==> src/rtl/trng_word_collector.sv <==
// trng_word_collector: decimates a synchronised ring-oscillator bit stream,
// debiases it with a von Neumann corrector, packs WIDTH-bit words for a
// valid/ready consumer and runs a sticky repetition-count health test.
module trng_word_collector #(
  parameter int WIDTH      = 8,
  parameter int SAMPLE_DIV = 4,
  parameter int REP_LIMIT  = 32
) (
  input  logic             clk,
  input  logic             rst_n,
  input  logic             raw_bit,
  input  logic             enable,
  input  logic             clear_fail,
  output logic [WIDTH-1:0] rnd_word,
  output logic             rnd_valid,
  input  logic             rnd_ready,
  output logic             health_fail
);

  localparam int CNT_W = $clog2(WIDTH + 1);
  localparam int REP_W = $clog2(REP_LIMIT + 1);
  localparam int DIV_W = (SAMPLE_DIV > 1) ? $clog2(SAMPLE_DIV) : 1;

  localparam logic [CNT_W-1:0] WIDTH_C = CNT_W'(WIDTH);
  localparam logic [REP_W-1:0] REP_MAX = REP_W'(REP_LIMIT);
  localparam logic [DIV_W-1:0] DIV_MAX = DIV_W'(SAMPLE_DIV - 1);

  typedef enum logic [1:0] {
    ST_COLLECT = 2'd0,
    ST_DRAIN   = 2'd1,
    ST_FAIL    = 2'd2
  } state_e;

  state_e           state_q, state_d;
  logic [DIV_W-1:0] div_q, div_d;
  logic             pair_q, pair_d;
  logic             first_q, first_d;
  logic             last_q, last_d;
  logic [WIDTH-1:0] shreg_q, shreg_d;
  logic [CNT_W-1:0] bit_cnt_q, bit_cnt_d;
  logic [REP_W-1:0] rep_q, rep_d;
  logic [WIDTH-1:0] word_q, word_d;
  logic             valid_q, valid_d;
  logic             fail_q, fail_d;

  logic             tick;
  logic [CNT_W-1:0] cnt_inc;

  // Sample strobe: only while enabled and actively collecting.
  assign tick = enable && (state_q == ST_COLLECT) && (div_q == DIV_MAX);

  // Next-state logic: divider, health test, corrector, packer, FSM, handshake.
  always_comb begin
    state_d   = state_q;
    div_d     = div_q;
    pair_d    = pair_q;
    first_d   = first_q;
    last_d    = last_q;
    shreg_d   = shreg_q;
    bit_cnt_d = bit_cnt_q;
    rep_d     = rep_q;
    word_d    = word_q;
    valid_d   = valid_q;
    fail_d    = fail_q;
    cnt_inc   = bit_cnt_q + CNT_W'(1);

    // Divider is cleared by enable=0 and frozen outside COLLECT.
    if (!enable) begin
      div_d = '0;
    end else if (state_q == ST_COLLECT) begin
      div_d = tick ? '0 : div_q + DIV_W'(1);
    end

    // Consumer takes the presented word; a DRAIN transfer below may reload.
    if (valid_q && rnd_ready) valid_d = 1'b0;

    unique case (state_q)
      ST_COLLECT: begin
        if (tick) begin
          // Repetition count runs on every raw sample, independent of pairing.
          if ((rep_q != '0) && (raw_bit == last_q))
            rep_d = (rep_q == REP_MAX) ? rep_q : rep_q + REP_W'(1);
          else
            rep_d = REP_W'(1);
          last_d = raw_bit;

          if (rep_d == REP_MAX) begin
            // Failure beats a simultaneously completed word: drop the partial.
            fail_d    = 1'b1;
            bit_cnt_d = '0;
            pair_d    = 1'b0;
            state_d   = ST_FAIL;
          end else if (!pair_q) begin
            first_d = raw_bit;
            pair_d  = 1'b1;
          end else begin
            pair_d = 1'b0;
            // Unequal pair emits its first bit; 00/11 emit nothing.
            if (first_q != raw_bit) begin
              shreg_d   = {shreg_q[WIDTH-2:0], first_q};
              bit_cnt_d = cnt_inc;
              if (cnt_inc == WIDTH_C) state_d = ST_DRAIN;
            end
          end
        end
      end
      ST_DRAIN: begin
        // Move the assembled word out as soon as the slot is (or becomes) free.
        if (!valid_q || rnd_ready) begin
          word_d    = shreg_q;
          valid_d   = 1'b1;
          bit_cnt_d = '0;
          state_d   = ST_COLLECT;
        end
      end
      ST_FAIL: begin
        if (clear_fail) begin
          fail_d  = 1'b0;
          rep_d   = '0;
          state_d = ST_COLLECT;
        end
      end
      default: state_d = ST_COLLECT;
    endcase
  end

  // State registers with asynchronous active-low reset.
  always_ff @(posedge clk or negedge rst_n) begin
    if (!rst_n) begin
      state_q   <= ST_COLLECT;
      div_q     <= '0;
      pair_q    <= 1'b0;
      first_q   <= 1'b0;
      last_q    <= 1'b0;
      shreg_q   <= '0;
      bit_cnt_q <= '0;
      rep_q     <= '0;
      word_q    <= '0;
      valid_q   <= 1'b0;
      fail_q    <= 1'b0;
    end else begin
      state_q   <= state_d;
      div_q     <= div_d;
      pair_q    <= pair_d;
      first_q   <= first_d;
      last_q    <= last_d;
      shreg_q   <= shreg_d;
      bit_cnt_q <= bit_cnt_d;
      rep_q     <= rep_d;
      word_q    <= word_d;
      valid_q   <= valid_d;
      fail_q    <= fail_d;
    end
  end

  assign rnd_word    = word_q;
  assign rnd_valid   = valid_q;
  assign health_fail = fail_q;

endmodule

==> config.mk <==
export PLATFORM = sky130hd
export DESIGN_NAME = trng_word_collector
export DESIGN_NICKNAME = d
export VERILOG_FILES = /design/src/rtl/trng_word_collector.sv
export SDC_FILE = /design/constraint.sdc
export NUM_CORES = 1
export LEC_CHECK = 0
export CORE_MARGIN = 4
export CORE_UTILIZATION = 45
export DETAILED_ROUTE_END_ITERATION = 10
export PLACE_DENSITY_LB_ADDON = 0.2
export SLEW_MARGIN = 20
export SYNTH_ARGS = -nofsm -noshare
export SYNTH_HDL_FRONTEND = slang
export SYNTH_SLANG_ARGS = --single-unit
==> constraint.sdc <==
create_clock -name clk -period 6.2 [get_ports clk]
set_clock_uncertainty 0.1 [all_clocks]
set_input_delay 0.62 -clock clk [delete_from_list [all_inputs] [get_ports clk]]
set_output_delay 0.62 -clock clk [all_outputs]
set_load 0.01 [all_outputs]
==> Word level (Yosys, flattened, before mapping) <==
Cells that the tools add are included.
Widths: inputs -> output; s select.
{ "op_classes": {"add_sub_neg": 3, "n_eq_ne": 16, "muxes": 33, "n_bitwise": 2, "n_reduce_logical": 18} }
{ "op_table": {"columns": ["op", "count"], "rows": [
  ["$mux 6", 6],
  ["$mux 2", 10],
  ["$mux 4", 5],
  ["$eq 6x6->1 const B", 2],
  ["$pmux 6 s2", 1],
  ["$reduce_and 5->1", 2],
  ["$mux 1", 8],
  ["$pmux 4 s2", 1],
  ["$reduce_and 4->1", 2],
  ["$add 6x1->6 const B", 1],
  ["$ne 2x2->1 const B", 3],
  ["$ne 3x1->1 const B", 2],
  ["$pmux 2 s3", 1],
  ["$reduce_and 6->1", 1],
  ["$reduce_bool 6->1", 1],
  ["$add 4x1->4 const B", 1],
  ["$eq 2x2->1 const B", 2],
  ["$eq 4x4->1 const B", 1],
  ["$logic_and 1x1->1", 4],
  ["$ne 2x1->1 const B", 2],
  ["$reduce_and 2->1", 2],
  ["$reduce_bool 2->1", 2],
  ["$ne 3x2->1 const B", 1],
  ["$reduce_and 3->1", 1],
  ["other kinds (9)", 10]
]} }
{ "word_totals": {"register_bits": 35, "output_inout_bits": 10, "wordCells": 83} }

==> Logic depth before layout (Yosys ltp) <==
Gate-level depths: netlist of run 1.
{ "logic_depth": {"depth_word": 9, "mapped_depth": 9} }

==> Worst setup path after synthesis of run 1 <==
Ideal clock, no wire load.
{ "synth_timing": {"path_type": "register to register", "from": "register rep_q[0]", "to": "register shreg_q[3]", "t_arrival_ns": 2.290, "path_slack_ns": 3.685, "stages_incl_launch_ff": 10, "path_buffers": 2, "synth_period_minus_slack_ns": 2.515, "path_cell_list": "dfrtp_1 -> ha_1 -> clkbuf_1 -> xnor2_1 -> nand2_1 -> o211a_2 -> or4_4 -> nand3_4 -> buf_12 -> mux2_4"} }
{ "synth_via": {"elab_chain_len": 8} }
{ "synth_lines": {"columns": ["item", "line", "text"], "rows": [
  ["from (decl)", "41", "logic [REP_W-1:0] rep_q, rep_d;"],
  ["from (signal assigned)", "149", "rep_q <= rep_d;"],
  ["$add 6x1->6, or another cell as far along", "82", "rep_d = (rep_q == REP_MAX) ? rep_q : rep_q + REP_W'(1);"],
  ["$mux 6 or $logic_and 1x1->1 (tied branches)", "82, 81", null],
  ["$mux 6 *", "81", "if ((rep_q != '0) && (raw_bit == last_q))"],
  ["$mux 6 *", "79", "if (tick) begin"],
  ["$mux 6 *", "77", "unique case (state_q)"],
  ["$eq 6x6->1 *", "87", "if (rep_d == REP_MAX) begin"],
  ["$not 1->1 (no line) *", null, null],
  ["$reduce_and 5->1 (no line) *", null, null],
  ["to (signal assigned)", "147", "shreg_q <= shreg_d;"],
  ["to (decl)", "39", "logic [WIDTH-1:0] shreg_q, shreg_d;"]
]} }
Mark *: on every way between the ends. The rest lies on a longest branch, timed or not. The select of a mux whose other input is x is not followed.
A chain may end at the register's enable or synchronous reset.

==> Final worst setup path of run 1 <==
{ "layout_timing": {"from": "input raw_bit", "to": "register shreg_q[1]"} }
{ "layout_via": {"elab_chain_len": 8} }
{ "layout_lines": {"columns": ["item", "line", "text"], "rows": [
  ["from (decl)", "11", "input logic raw_bit,"],
  ["$eq 1x1->1", "81", null],
  ["$logic_and 1x1->1", "81", null],
  ["$mux 6", "81", null],
  ["$mux 6", "79", null],
  ["$mux 6", "77", null],
  ["$eq 6x6->1", "87", null],
  ["$not 1->1 (no line)", null, null],
  ["$reduce_and 5->1 (no line) *", null, null]
]} }
Marks and branches as above.

==> results of run 1 <==
routing by layer:
metal,wire length (microns),global-route usage,share of wire,up-vias
met5,0,0,0,-
met2,1600,0.234,0.47,22
met3,147,0.0491,0.043,8
met1,1590,0.184,0.47,611
met4,69,0.0564,0.020,0
li1,-,-,-,607
cells by family (layout without fill, tap and decap cells):
kind of cell	Yosys count	after routing	synth area share
DFF	35	35	0.486
AOI/OAI and AO/OA	37	37	0.136
buffers and inverters	15	30	0.0459
xor gates and xnor gates	7	7	0.0341
muxes	17	17	0.116
and+or+nand+nor	49	49	0.154
adders and majority gates	4	4	0.0278
how the worst max path moves through the flow:
stage,from,to,slack (ns),depth (start not counted)
floorplan,rep_q[0],shreg_q[3],3.68,9
global placement,raw_bit,shreg_q[2],3.23,7
detailed placement,raw_bit,shreg_q[1],3.18,7
CTS,raw_bit,shreg_q[1],3.48,7
global route,raw_bit,first_q,3.35,7
finish,raw_bit,shreg_q[1],3.45,6
metrics by stage:
step	cells	hold WS (ns)	power [uW]	util	worst slack, ns
floorplan	164	0.224	393	-	3.68
global placement	219	0.390	416	0.519	3.23
detailed placement	219	0.395	428	0.519	3.18
CTS	227	0.409	671	0.554	3.48
global route	227	0.426	706	0.554	3.35
finish	227	0.407	666	0.554	3.45
final cells by class:
cell class              instances  area share
clock buffers                   6      0.0347
clock inverters                 2      0.0287
inverters                       6      0.0108
multi-input cells             114       0.403
flip-flops and latches         35       0.419
well taps                      48      0.0287
repair buffers                 16      0.0754
cell usage after synthesis:
cell type  number  share of area
a211oi_1        1         0.0042
a21boi_0        2         0.0083
a21o_1          3          0.013
a21oi_1         5          0.014
a2bb2oi_1       2         0.0097
a31oi_1         3          0.010
and2_1          1         0.0035
and3_1          2         0.0069
buf_12          1          0.011
buf_2           2         0.0056
buf_6           1         0.0063
clkbuf_1        5          0.010
dfrtp_1        35           0.49
ha_1            4          0.028
inv_1           6          0.013
mux2_1          3          0.019
mux2_2          8          0.050
mux2_4          5          0.042
mux2i_1         1         0.0056
nand2_1        19          0.040
nand2b_1        3          0.010
nand3_1         5          0.014
nand3_4         1         0.0097
nand4_1         2         0.0069
nor2_1          6          0.013
nor2_2          1         0.0035
nor2b_1         3          0.010
nor3_1          2         0.0056
nor3b_1         1         0.0042
nor4_2          1         0.0069
nor4b_4         1          0.013
o2111ai_1       1         0.0049
o211a_2         1         0.0056
o211ai_1        2         0.0083
o21ai_0         8          0.022
o22a_1          1         0.0049
o22ai_1         4          0.014
o311ai_1        1         0.0049
o31ai_1         3          0.013
or4_4           1         0.0063
xnor2_1         3          0.015
xor2_1          4          0.019
power groups by stage:
stage / Combinational [uW] / Sequential [uW] / Clock [uW]
after floorplan: 116 / 277 / 0
final: 142 / 282 / 242
after detailed placement: 142 / 286 / 0
after global placement: 132 / 284 / 0
after global routing: 161 / 288 / 257
after CTS: 142 / 282 / 246
sequential cells by signal, indices dropped and copies added (netlist names):
| register | flops |
|---|---|
| last_q | 1 |
| first_q | 1 |
| pair_q | 1 |
| rnd_word | 8 |
| state_q | 2 |
| bit_cnt_q | 4 |
| health_fail | 1 |
| rep_q | 6 |
| shreg_q | 8 |
| div_q | 2 |
| rnd_valid | 1 |
critical path, stage by stage:
cell and delay [ns]:
clkdlybuf4s50_1 0.53, xnor2_1 0.34, o211ai_1 0.19, or4_4 0.61
nand3_4 0.18, mux2_1 0.34
cell usage in the layout, fill, tap and decap left out, types with 2 or more instances in the layout:
cell type | synthesis | layout
nand2b_1 | 3 | 3
clkbuf_8 | 0 | 5
and3_1 | 2 | 2
nand4_1 | 2 | 2
nor2b_1 | 3 | 3
mux2_4 | 5 | 5
nand3_1 | 5 | 5
mux2_2 | 8 | 8
o22ai_1 | 4 | 4
clkdlybuf4s50_1 | 0 | 15
nand2_1 | 19 | 19
nor3_1 | 2 | 2
xor2_1 | 4 | 4
a21oi_1 | 5 | 5
ha_1 | 4 | 4
a31oi_1 | 3 | 3
mux2_1 | 3 | 3
a21o_1 | 3 | 3
o211ai_1 | 2 | 2
xnor2_1 | 3 | 3
bufinv_16 | 0 | 2
a2bb2oi_1 | 2 | 2
a21boi_0 | 2 | 2
nor2_1 | 6 | 6
inv_1 | 6 | 6
o21ai_0 | 8 | 8
o31ai_1 | 3 | 3
dfrtp_1 | 35 | 35
==> run summary, run 1 <==
The run finished with clean final reports. For hold timing, the worst endpoint is rnd_word[4]. In the final routed layout, each cell accounts on average for 15.0 microns. Counting the buffers created by CTS gives 5.

The total number of placement rows was 22. Buffers placed on the I/O ports in this run total 15. Number of iterations in the first detailed-routing pass: 4. The placeable core region is 0.00377 sq mm, and the via count of the first global-routing pass is 1297. For this design, the sink count on the clock tree is 35.

The worst max-slew margin expressed relative to the limit came out at 0.531. Compared with the post-synthesis result, the final layout area differs by 16.1%. At the pin with the least slew margin, the transition time is 0.702 ns.

The worst path needs 2.75 ns of the cycle, external delays included. The number of buffers added to fix hold violations after cts is 0. The part of the cycle the worst path needs is 0.444, and the final routed wirelength across all metal layers is 3400 microns. Number of cells on the worst reg-to-reg path: 7. The floorplan die area was 0.00508 sq mm; the arrival time of the worst setup path was 2.82 ns. The run gives 0 as the final count of negative-setup-slack endpoints.

The sequential share of power was 0.424. The tools report the critical hold path startpoint as rnd_word[4]. Entering global routing, the biggest net connects 36 pins.

After the last flow step, the layout net total stands at 188. Post-CTS repair changed the size of 0 cells. The congestion estimate from routability-driven global placement came to 0.868. The mapped netlist covers 0.00180 sq mm.

Cell-internal power: 475 uW. The portion of total power attributed to the clock network was 0.363. The logs give 0 for the hold violation total from the final report and 0.486 for the portion of the post-synthesis area used by sequential elements. Summed over all cells, the static leakage comes to 0.000953 uW. The die extent in x came out at 71.3 microns.

The multi-input combinational cells in the finished layout cover a total of 842 sq um. The DRC marker count from the first detailed-route iteration was 80; the cell count after synthesis was 164. Summing all non-filler instances in the final layout gives an area of 0.00209 sq mm. From bottom edge to top edge, the die measures 71.3 microns. After global routing the overflow that remains totals 0.

After clock tree synthesis, the setup repair step added 0 buffers. The register-to-register setup slack came out at 3.59 ns. Yosys printed 0 warnings.

The detailed router placed 1248 vias in this run. VDD sags by at most 0.000140 V. The tools report the data required time at the worst endpoint as 6.27 ns. For this design the ratio of total power to cell area is 319 mW/mm^2. The critical register-to-register path endpoint was shreg_q[1]. After clock tree synthesis, the clock-pin slew on the worst setup and hold paths is 0.07 ns. Across the run, the number of max-cap violations was 0. For the filler cell count, the log shows 316. The worst register-to-register path begins at rep_q[0]. The worst hold path depth was 1. The number of buffers between clock root and the deepest sink came out at 2. The logs give 0.213 for the power share of the combinational group and 0 for the count of unresolved DRC violations after routing. The distinct cell type count after synthesis is 42. The tools report the area after detailed placement as 0.00196 sq mm.

The tools report the first-pass GRT wire length as 5850 microns. The average vias per placed instance is 5.50. TritonCTS built the clock tree. The total inserted antenna cells was 0.

CTS placed an instance of clkbuf_8 at the clock tree root. In the final timing run, aggregate negative setup slack is 0 ns. The logs give 16 for the I/O pin count and 876 sq um for the area taken by flip-flops and latches. STA classifies the critical path endpoint as a register. A synthesized cell averages 11.0 sq um. The number of nets produced by synthesis came out at 174.

Of all nets on the critical path, the largest fanout is 12. The run gives 2480 microns as the half-perimeter wire length of the detailed placement result. The aggregate global-route resource usage came out at 0.147. Synthesis inferred 35 register bits.

The clock reaches the later pin of the worst-skew pair after 0.29 ns. The switching power as a share of total power is 0.287, and the fmax is 0.364 GHz. Initial antenna violation count: 0.

The kind of critical path is input port to register. In this run the remaining antenna-violating nets after routing total 0. The run gives 191 uW as the net switching power figure. Setup repair after global routing left no endpoint under its margin. The worst hold path belongs to the class register to register. The effective utilization at floorplan is 0.477.

Share of post-route cells with drive strength above 1: 0.151. Count of pins over their slew limit: 0. The H-tree was split into 2 levels.

The worst setup path is launched from an input port.
Power figures use the tool's default switching activity.
==> inputs of run 2 (changes only) <==
Clock period 6.2 ns to 2.8 ns, I/O delays scaled along.
==> run summary, run 2 (same netlist as run 1, synthesis figures left out) <==
The flow ran to the end, and the final reports show no timing, DRC or antenna violations. Along the worst path, the maximum fanout reaches 12. Setup violations remaining at the end of the flow were counted as 0. Once the clock tree was built, the resizer swapped 0 gates to a different size. Entering global routing, the biggest net connects 36 pins. Port buffering added 15 buffers. The post-CTS setup buffer count was 0. The final RePlAce weighted congestion was 0.843; the layout net count was 191.

Number of buffers added to fix hold violations after cts: 0. The average vias per placed instance is 5.56. The core utilization of the finished layout came out at 0.548.

The register-to-register setup slack was 0.21 ns. For the data required time at the worst endpoint, the log shows 2.87 ns. The most frequent standard cell in the layout excluding fill and tap cells was dfrtp_1. The tools report the number of iterations in the first detailed-routing pass as 4. The initial antenna violation count was 0. In the routed design, unresolved DRC markers number 0. The detail route stage leaves a number of antenna-violating nets equal to 0.

The clock net in this run drives a total of 35 sinks. The worst setup path is captured at a register. The area growth from synthesis to layout is 14.7%. The part of the cycle the worst path needs came out at 0.926.

Once layout is done, the placed cells without fillers occupy 0.00207 sq mm. The analysis attributes to cell leakage a power of 0.000945 uW. The critical register-to-register path startpoint is rep_q[0]. After floorplanning, the core was sized to cover 0.00377 sq mm. The run gives 0.708 as the worst max-slew margin expressed relative to the limit. The shortest clock period the worst path allows after layout was 2.59 ns; the arrival time of the worst setup path was 2.66 ns.

IR analysis of the VDD net gives a maximum drop of 0.000423 V. The floorplan has 22 rows. The most critical setup path has its endpoint at shreg_q[2]. Fmax: 0.386 GHz. Critical register-to-register path endpoint: shreg_q[2]. The first-pass GRT wire length was 5630 microns. Number of violations of the max-capacitance limit: 0.

After the first detailed-routing iteration, the DRC count stood at 49. The top cell types in the final layout, fill and taps aside, are 35 x dfrtp_1, 19 x nand2_1, 15 x clkdlybuf4s50_1, 8 x mux2_2, 8 x o21ai_0. The die covers 0.00508 sq mm.

The via count of the first global-routing pass came out at 1194. The die is 71.3 microns wide. The die height came out at 71.3 microns. TritonCTS built the clock tree. Excluding fillers, the count of instances in the completed layout stands at 230.

For the via count of the routed design, the log shows 1279. For the worst flop-to-flop path, the logic depth is 8. Area after detailed placement: 0.00198 sq mm. Setup repair after global routing left no endpoint under its margin.

Type of the most critical hold path: input port to asynchronous set/reset pin. The clock-pin transition on the worst setup and hold timing paths is 0.07 ns. The cell count after placement came out at 222.

Kind of start point of the critical path: a register. The clock passes through at most 2 buffers. The critical path is of the register to register type. The total power per unit cell area was 624 mW/mm^2; the clock latency of the later-clocked register in the worst-skew pair was 0.29 ns. The run gives 0.141 as the aggregate global-route resource usage. The root buffer cell chosen for the clock tree is clkbuf_8. The count of pins over their slew limit is 0, and the share of post-route cells with drive strength above 1 is 0.165.

The final global-route overflow total was 0. TritonCTS created 5 clock buffers. At the pin with the least slew margin, the transition time is 0.438 ns.

The clock tree synthesis step divided the H-tree into 2 levels. Tracing the worst setup path back leads to its startpoint at rep_q[0]. The run gives 2380 microns as the half-perimeter wire length of the detailed placement result.

The routed length per instance is 14.2 microns, and the I/O pin count is 16. Setup TNS after final layout: 0 ns. The run gives 0.477 as the effective utilization at floorplan. Hold violation total from the final report: 0.

The routed design has 3260 microns of wire. The repair_antennas step left the layout with diodes totalling 0.
-- run 2: per-stage QoR --
stage | total power [uW] | worst slack [ns] | hold WS (ns)
3_5_place_dp | 943 | 0.196 | 0.394
3_3_place_gp | 923 | 0.223 | 0.390
2_1_floorplan | 871 | 0.285 | -0.116
5_1_grt | 1370 | 0.0854 | 0.342
6_report | 1290 | 0.206 | 0.296
4_1_cts | 1300 | 0.203 | 0.314
-- run 2: final cells by class --
| cell class | instances | area, sq um |
|---|---|---|
| clock buffers | 6 | 72.6 |
| clock inverters | 2 | 12.5 |
| fillers | 322 | 1710 |
| inverters | 6 | 22.5 |
| multi-input cells | 114 | 842 |
| flip-flops and latches | 35 | 876 |
| well taps | 48 | 60.1 |
| repair buffers | 19 | 180 |
-- run 2: where the power goes --
| group | switching [uW] | internal [uW] |
|---|---|---|
| Clock | 181 | 174 |
| Combinational | 169 | 139 |
| Sequential | 67.9 | 559 |
| Total | 418 | 871 |
-- run 2: worst min-delay path by stage --
stage	to	cells after the start	slack [ns]	from
finish	div_q[0]	2	0.30	rst_n
global route	rep_q[1]	2	0.34	rst_n
CTS	rep_q[5]	2	0.31	rst_n
detailed placement	rnd_word[2]	1	0.39	rnd_word[2]
global placement	rnd_word[4]	1	0.39	rnd_word[4]
floorplan	bit_cnt_q[0]	0	-0.12	rst_n
-- run 2: critical path, stage by stage (launching register included) --
cell and delay [ns]:
dfrtp_1 0.46, inv_1 0.09, ha_1 0.19, nor4b_4 0.33, nor2_2 0.08, o211a_2 0.14, or4_4 0.56, nand3_4 0.18
mux2_1 0.34
-- run 2: routing by layer --
metal	track usage	vias to the layer above	routed length [microns]
met5	0	-	0
met4	0.0543	0	67
met3	0.0519	9	190
met2	0.199	36	1440
met1	0.198	611	1560
li1	-	623	-
==> inputs of run 3 (changes only) <==
Clock period 2.8 ns to 2.7 ns, I/O delays scaled along.
==> run summary, run 3 (same netlist as run 1, synthesis figures left out) <==
For the aggregate global-route resource usage, the log shows 0.152. The final routed wirelength across all metal layers was 3400 microns. The routed design could run at a clock period as short as 2.57 ns. In this run, the number of DRC markers left after iteration 0 of detailed routing was 82.

The number of violations of the max-capacitance limit was 0; the data required time at the worst endpoint was 2.77 ns. The worst setup path is captured at a register. The area growth from synthesis to final layout came out at 15.1%. Setup violations remaining at the end of the flow were counted as 0.

The pin count of the biggest net entering global routing was 36; the average vias per placed instance was 5.55. The peak fanout along the critical path is 12. Setup repair after global routing left no endpoint under its margin.

The run gives 0.00199 sq mm as the area after detailed placement. Type of the most critical hold path: input port to asynchronous set/reset pin. The number of buffers inserted by port buffering is 15, and the area taken by flip-flops and latches is 876 sq um. The final RePlAce weighted congestion is 0.852.

In the routed design, unresolved DRC markers number 0. The fmax is 0.389 GHz, and the count of pins over their slew limit is 0. Across the VDD grid, the largest voltage drop is 0.000376 V. Prior to clock tree synthesis, the placed netlist has a worst setup slack of 0.103 ns. The repair_antennas step left the layout with diodes totalling 0.

Once routing completed, OpenROAD measured the worst setup slack at 0.128 ns. The initialized floorplan defines 22 standard-cell rows. Hold repair after CTS inserted 0 buffers. The share of post-route cells with drive strength above 1 came out at 0.169. The run finished with clean final reports.

The die covers 0.00508 sq mm. The tree is rooted in a clkbuf_8. Effective utilization at floorplan: 0.477.

The post-route antenna net violation count is 0, and the routed length per instance is 14.7 microns. Clock-pin transition on the worst setup and hold timing paths: 0.07 ns. Leaving out fill and tap cells, the most frequent cell in the layout is dfrtp_1.

The placeable core region is 0.00377 sq mm. The initial antenna violation count is 0. STA classifies the critical path startpoint as a register.

The number of clock buffers added by TritonCTS is 5. The worst setup path is of the register to register kind. The number of gates resized after CTS was 0.

The footprint of the multi-input gates is 842 sq um. Final hold analysis gives a worst-case slack of 0.291 ns. The run gives 327 as the filler cell count.

Number of buffers between clock root and the deepest sink: 2. Register-to-register setup slack: 0.13 ns. The worst max-slew margin expressed relative to the limit came out at 0.704. The setup TNS after final layout is 0 ns, and the via count of the first global-routing pass is 1334. Measured along the y axis, the die boundary spans 71.3 microns. Static leakage power: 0.000950 uW. During I/O placement, the number of pins put on the boundary was 16. Counting cells, the worst reg-to-reg path comes to 8.

The first TritonRoute pass finished after 4 iterations. The routed layout has 1283 vias. For the CTS H-tree depth, the log shows 2. The critical register-to-register path endpoint is shreg_q[2]. The finished cells cover 0.00207 sq mm. The logs give 2.64 ns for the arrival time of the worst setup path and 2480 microns for the half-perimeter wire length of the detailed placement result. The final global-route overflow total came out at 0. TritonCTS built the clock tree.

The die extent in x is 71.3 microns. The final layout contains 192 nets. The first global-routing pass estimated 6160 microns of wire.

The total power per unit cell area is 651 mW/mm^2. The part of the cycle the worst path needs came out at 0.952. The tools report the core utilization of the finished layout as 0.550. In this run the critical register-to-register path is launched from rep_q[1]. The clock latency of the later-clocked register in the worst-skew pair is 0.29 ns, and the measured slew at the worst slew-check pin is 0.444 ns.

The clock sink count came out at 35. The tools report the hold violation total from the final report as 0. Leaving out fill and tap cells, the most frequent cells in the layout are 35 x dfrtp_1, 19 x nand2_1, 15 x clkdlybuf4s50_1, 8 x mux2_2, 8 x o21ai_0. In this run the post-CTS setup repair buffer count came out at 0.
run 3: cell types whose count changed in the layout (fill, tap and decap cells not counted), sizes merged:
cell	before	now
buf	4	5
run 3: cell type report:
class,count,area share
sequential,35,0.422
multi-input combinational,114,0.406
timing repair buffer,20,0.0905
clock buffer,6,0.0350
tap,48,0.0290
inverter,6,0.0109
clock inverter,2,0.00603
run 3: per-layer routing:
metal	global-route usage	up-vias	routed length, microns
met5	0	-	0
met3	0.0505	7	177
met4	0.0522	0	57
met2	0.236	28	1590
met1	0.200	628	1580
li1	-	620	-
run 3: critical path, stage by stage (launching register included):
cell and delay [ns]:
dfrtp_1 0.42, inv_1 0.09, ha_1 0.17, nor4b_4 0.34, nor2_2 0.09, o211a_2 0.14
or4_4 0.56, nand3_4 0.19, mux2_1 0.35
run 3: where the power goes:
part	switching (uW)	internal, uW
clock	187	180
sequential	63.6	579
combinational	186	154
run 3: worst max path at each step:
| stage | start | endpoint | slack (ns) | cells past startpoint |
|---|---|---|---|---|
| floorplan | rep_q[0] | shreg_q[3] | 0.18 | 9 |
| global placement | raw_bit | shreg_q[2] | 0.17 | 7 |
| detailed placement | raw_bit | shreg_q[2] | 0.10 | 7 |
| CTS | rep_q[0] | shreg_q[2] | 0.15 | 7 |
| global route | rep_q[1] | shreg_q[2] | 0.01 | 8 |
| finish | rep_q[1] | shreg_q[2] | 0.13 | 8 |
run 3: stage by stage:
step | power (uW) | instances
finish | 1350 | 231
global placement | 969 | 223
floorplan | 904 | 164
detailed placement | 988 | 223
CTS | 1360 | 231
global route | 1450 | 231
